### src/rtl/mont_exp_ctrl.sv
// rtl/mont_exp_ctrl.sv - left-to-right square-and-multiply sequencer for one Montgomery core
// Optional macro MONT_EXP_PERF_EN adds op_count/cyc_count performance counters.
module mont_exp_ctrl #(
  parameter int E_W   = 1024,
  parameter int LEN_W = 11
) (
  input  logic             clk,
  input  logic             resetn,
  input  logic             start,
  input  logic [E_W-1:0]   exp,
  input  logic [LEN_W-1:0] exp_len,
  input  logic             mm_done,
  output logic             mm_start,
  output logic [1:0]       mm_op,
  output logic             a_we,
  output logic             xt_we,
  output logic             busy,
  output logic             done,
  output logic [LEN_W-1:0] bit_idx
`ifdef MONT_EXP_PERF_EN
  ,
  output logic [15:0]      op_count,
  output logic [31:0]      cyc_count
`endif
);

  localparam logic [1:0] OP_TOMONT   = 2'd0;
  localparam logic [1:0] OP_SQ       = 2'd1;
  localparam logic [1:0] OP_MUL      = 2'd2;
  localparam logic [1:0] OP_FROMMONT = 2'd3;

  typedef enum logic [1:0] {
    S_IDLE,
    S_ISSUE,
    S_WAIT,
    S_FINISH
  } state_t;

  state_t           state, state_n;
  logic [1:0]       op_q, op_n;
  logic [LEN_W-1:0] idx_q, idx_n;
  logic [E_W-1:0]   exp_q, exp_n;
  logic [LEN_W-1:0] len_q, len_n;
  logic [LEN_W-1:0] len_cap;
  logic [E_W-1:0]   bit_sel;
  logic             cur_bit;
  logic             advance;

  assign len_cap = (exp_len > LEN_W'(E_W)) ? LEN_W'(E_W) : exp_len;
  // One-hot mask rather than a direct select keeps out-of-range indices (exp_len=0) harmless.
  assign bit_sel = {{(E_W-1){1'b0}}, 1'b1} << idx_q;
  assign cur_bit = |(exp_q & bit_sel);

  always_comb begin
    state_n  = state;
    op_n     = op_q;
    idx_n    = idx_q;
    exp_n    = exp_q;
    len_n    = len_q;
    mm_start = 1'b0;
    a_we     = 1'b0;
    xt_we    = 1'b0;
    busy     = 1'b1;
    done     = 1'b0;
    advance  = 1'b0;
    case (state)
      S_IDLE: begin
        busy = 1'b0;
        if (start) begin
          exp_n   = exp;
          len_n   = len_cap;
          idx_n   = len_cap - LEN_W'(1);
          op_n    = OP_TOMONT;
          state_n = S_ISSUE;
        end
      end
      S_ISSUE: begin
        mm_start = 1'b1;
        state_n  = S_WAIT;
      end
      S_WAIT: begin
        if (mm_done) begin
          xt_we   = (op_q == OP_TOMONT);
          a_we    = (op_q != OP_TOMONT);
          state_n = S_ISSUE;
          case (op_q)
            OP_TOMONT: op_n = (len_q != '0) ? OP_SQ : OP_FROMMONT;
            OP_SQ: begin
              if (cur_bit) op_n = OP_MUL;
              else         advance = 1'b1;
            end
            OP_MUL:  advance = 1'b1;
            default: state_n = S_FINISH;
          endcase
          if (advance) begin
            if (idx_q == '0) begin
              op_n = OP_FROMMONT;
            end else begin
              idx_n = idx_q - LEN_W'(1);
              op_n  = OP_SQ;
            end
          end
        end
      end
      default: begin
        done    = 1'b1;
        state_n = S_IDLE;
      end
    endcase
  end

  always_ff @(posedge clk) begin
    if (!resetn) begin
      state <= S_IDLE;
      op_q  <= OP_TOMONT;
      idx_q <= '0;
      exp_q <= '0;
      len_q <= '0;
    end else begin
      state <= state_n;
      op_q  <= op_n;
      idx_q <= idx_n;
      exp_q <= exp_n;
      len_q <= len_n;
    end
  end

  assign mm_op   = op_q;
  assign bit_idx = idx_q;

`ifdef MONT_EXP_PERF_EN
  // The accept cycle itself is the first counted cycle, hence the load of 1.
  always_ff @(posedge clk) begin
    if (!resetn) begin
      op_count  <= '0;
      cyc_count <= '0;
    end else if (state == S_IDLE && start) begin
      op_count  <= '0;
      cyc_count <= 32'd1;
    end else if (state != S_IDLE) begin
      if (cyc_count != '1) cyc_count <= cyc_count + 32'd1;
      if (mm_start && op_count != '1) op_count <= op_count + 16'd1;
    end
  end
`endif

endmodule

### config.mk
export PLATFORM = sky130hd
export DESIGN_NAME = mont_exp_ctrl
export DESIGN_NICKNAME = d
export VERILOG_FILES = /design/src/rtl/mont_exp_ctrl.sv
export SDC_FILE = /design/constraint.sdc
export NUM_CORES = 2
export LEC_CHECK = 0
export BUFFER_PORTS_ARGS = -buffer_cell sky130_fd_sc_hd__buf_2
export CELL_PAD_IN_SITES_DETAIL_PLACEMENT = 0
export CELL_PAD_IN_SITES_GLOBAL_PLACEMENT = 2
export CORE_ASPECT_RATIO = 1.2
export CORE_MARGIN = 4
export CORE_UTILIZATION = 25
export DETAILED_ROUTE_END_ITERATION = 8
export PLACE_DENSITY = 0.74
export SYNTH_ARGS = -nofsm -noshare
export SYNTH_HDL_FRONTEND = slang
export SYNTH_SLANG_ARGS = --single-unit
### constraint.sdc
create_clock -name clk -period 4.5 [get_ports clk]
set_input_delay 0.675 -clock clk [delete_from_list [all_inputs] [get_ports clk]]
set_output_delay 0.675 -clock clk [all_outputs]
set_load 0.02 [all_outputs]
==> impl_metrics.json <==
{
  "gp_congestion": 1.04,
  "vias_per_cell": 5.49,
  "max_slew.worst_pin.slew_ns": 1.34,
  "fin_nets": 8308,
  "tritoncts": "built",
  "portBuffers": 1056,
  "clk_latency_ns": 0.78,
  "ys_types": 91,
  "die_area_sq_um": 195000,
  "p_sw_share_pct": 32.9,
  "clk_pin_slew_worst_paths_ns": 0.07,
  "drc_errors": 0,
  "fp-row-count": 173,
  "cp-start-kind": "flop",
  "pwr_density_cell_nw_per_um2": 413,
  "yosysTopAreaCellShare_pct": 44.8,
  "ir_worst_vdd_mv": 0.315,
  "slowest_stage": "dfxtp_4",
  "ys_seq_area_share_pct": 44.8,
  "fin_crit_sh_pct": 100,
  "timing.slew.headroom_pct": 10.1,
  "r2r_setup_slack_ns": -0.02,
  "cap_violations": 0,
  "worst_r2r_endpoint": "mm_op[0]$_SDFFE_PN0P_",
  "drive_gt1_share_pct": 24.4,
  "gr-total-overflow": 0,
  "clk_path_buf_depth": 3,
  "pwr-share-seq_pct": 43.1,
  "ys_ff_latch": 1050,
  "hold_class": "in2reg",
  "slowest_delay_ns": 0.59,
  "drtIter0Drc": 6167,
  "layout_setup_ws_ns": -0.0196,
  "fp.dieH_microns": 483,
  "synth_warnings": 0,
  "grt_pass1_vias": 52300,
  "power.leakage_uw": 0.0237,
  "start_util_pct": 25.2,
  "combPwrFrac_pct": 18.4,
  "fp.dieW_microns": 404,
  "hold_viol": 0,
  "intPower_uw": 16800,
  "drt_first_pass_iters": 6,
  "max_freq_ghz": 0.221,
  "hold_depth": 3,
  "reg2regPathDepth": 15,
  "grt_max_degree": 201,
  "cts.sinks": 1050,
  "slew_violations": 0,
  "detail_route.wl_per_cell_microns": 37.7,
  "asyncSetResetFlopFracSynth_pct": 0,
  "hp-start": "exp[869]",
  "worstSetupPathType": "reg2reg",
  "netlist_area_sq_um": 46900,
  "status": "complete, but fails checks",
  "area_growth_pct": 29.4,
  "r2r-start": "bit_idx[5]$_SDFFE_PN0P_",
  "worstPathRequired_ns": 5.19,
  "pin_count": 1057,
  "hold_end": "exp_q[869]$_SDFFE_PN0P_",
  "core_sq_um": 186000,
  "dpl_worst_slack_ns": -0.857,
  "crit_path_cell_trace": "buf_4 > nor2b_2 > buf_4 > a22oi_1 > o22ai_1 > nor4_1 > buf_4 > nand4_1 > nor4_1 > buf_4 > nand4_1 > a41oi_2 > buf_4 > a21boi_1 > o41ai_2",
  "dpl.cell_count": 9591,
  "syn_nets": 7308,
  "path_max_fanout": 17,
  "ant_nets": 0,
  "hold_buffers": 0,
  "fin_cells": 9823,
  "cts-htree-levels": 3,
  "yosysTopAreaCell": "dfxtp_1",
  "cpMostUsedCell": "buf_4",
  "vias": 54000,
  "endpoint_kind": "flop",
  "cts_buffers": 111,
  "critical_path_arrival_ns": 5.21,
  "switchingPower_uw": 8260,
  "synth_edf_count": 0,
  "synthCells": 6264,
  "min_period_ns": 4.52,
  "grt_util_all_layers_pct": 36.3,
  "violations": "negative setup slack",
  "dp_hpwl_microns": 299000,
  "antenna_found_initial": 54,
  "syn_avg_cell_area_sq_um": 7.49,
  "drt_wl_total_microns": 371000,
  "cts_root_buffer": "clkbuf_16",
  "share_clk_of_total_power_pct": 38.5,
  "synthFlopType": "dfxtp_1",
  "setup_viol": 2,
  "finalClockSkew_ns": 0.0357,
  "grt_pass1_wl_microns": 479000,
  "yosys-top-cells-area": "dfxtp_1 (45%), nand2_1 (18%), a21oi_1 (11%)",
  "rsz0062_at_grt": "false"
}
cells in the mapped netlist (33+ instances only):
library cell / instances
o22ai_1: 35
a22oi_1: 139
and3_1: 33
dfxtp_1: 1050
nand3_1: 241
buf_2: 80
nor2b_1: 36
nor4_1: 34
nor3_1: 33
o21ai_0: 46
nand2_1: 2213
a31oi_1: 37
clkbuf_1: 427
mux2i_1: 59
a21oi_1: 1077
a32oi_1: 39
nand4_1: 109
nor2_1: 45
mux2_2: 74
worst max path at each step:
stage | start | end
3_3_place_gp | bit_idx[4]$_SDFFE_PN0P_ | mm_op[0]$_SDFFE_PN0P_
4_1_cts | bit_idx[4]$_SDFFE_PN0P_ | mm_op[0]$_SDFFE_PN0P_
2_1_floorplan | bit_idx[0]$_SDFFE_PN0P_ | bit_idx[0]$_SDFFE_PN0P_
3_5_place_dp | bit_idx[4]$_SDFFE_PN0P_ | mm_op[0]$_SDFFE_PN0P_
5_1_grt | bit_idx[3]$_SDFFE_PN0P_ | mm_op[0]$_SDFFE_PN0P_
6_report | bit_idx[5]$_SDFFE_PN0P_ | mm_op[0]$_SDFFE_PN0P_
state kept, by name (all words and copies together) (netlist names):
signal and cells:
exp_q 1024, bit_idx 11, len_q 11, mm_op 2, state 2
timing repair:
action / in CTS / in global routing
resized for setup: 5 / 4
buffers inserted: 4 / 6
pin swaps: 2 / 1
setup endpoints to repair: 13 / 13
through the flow:
stage	hold slack (ns)	area [sq um]	TNS [ns]	power (uW)	util, %
floorplan	0.432	46900	0	12400	-
CTS	0.0721	60600	0	25100	32.6
global route	0.126	60700	0	25700	32.6
finish	0.128	60700	-0.0245	25100	32.7
detailed placement	0.443	56700	-10.37	15400	30.5
global placement	0.438	56700	-10.24	15400	30.5
per-layer routing:
| layer | global-route usage (%) | vias to the layer above | routed length [microns] |
|---|---|---|---|
| met4 | 20.1 | 36 | 24000 |
| met5 | 0 | - | 236 |
| met1 | 46.5 | 26900 | 155000 |
| li1 | - | 23600 | - |
| met2 | 57.9 | 2784 | 166000 |
| met3 | 6.42 | 671 | 25500 |
critical path: cells and delay by family (launching register included):
family,cells,cell delay [ns]
buffers and inverters,5,1.11
flip-flops,1,0.59
AND/OR/NAND/NOR,5,1.32
AO/OA/AOI/OAI,5,1.35
cells by family after synthesis:
| group | Yosys count | share of synthesized area [%] |
|---|---|---|
| AO/OA/AOI/OAI | 1580 | 19.8 |
| XOR/XNOR | 7 | 0.131 |
| adder cells (fa/ha/maj) | 5 | 0.133 |
| buffers and inverters | 572 | 5.20 |
| flip-flops | 1050 | 44.8 |
| multiplexers | 135 | 3.08 |
| AND/OR/NAND/NOR | 2915 | 26.8 |
power groups by stage:
stage	Sequential [uW]	Clock (uW)	Combinational (uW)
5_1_grt	10800	10100	4760
2_1_floorplan	10400	0	2020
3_3_place_gp	11000	0	4420
6_report	10800	9660	4610
4_1_cts	10800	9810	4470
3_5_place_dp	11000	0	4440
cells in the final DEF, fill, tap and decap left out, drive strengths merged, types with 23 or more instances in the layout:
cell type and count:
nor2 45, buf 1448, nand4 109, dfxtp 1050, clkinv 25, o21ai 46, a22oi 139, mux2 76
and3b 29, a22o 28, nand2 2214, clkbuf 158, o22ai 35, a21oi 1078, a31oi 38, nor3b 24
nor3 34, mux2i 59, diode 23, a32oi 40, nand3 242, nor2b 36, nor4 34, and3 33
o211ai 26
layout make-up:
cell class	count	area (sq um)
multi-input combinational	4642	23900
sequential	1050	21100
inverter	11	48.8
timing repair buffer	1448	8800
antenna	23	57.6
fill	20500	125000
tap	2450	3070
clock buffer	158	3210
clock inverter	41	549
No activity file was read; power rests on OpenSTA's default activity.
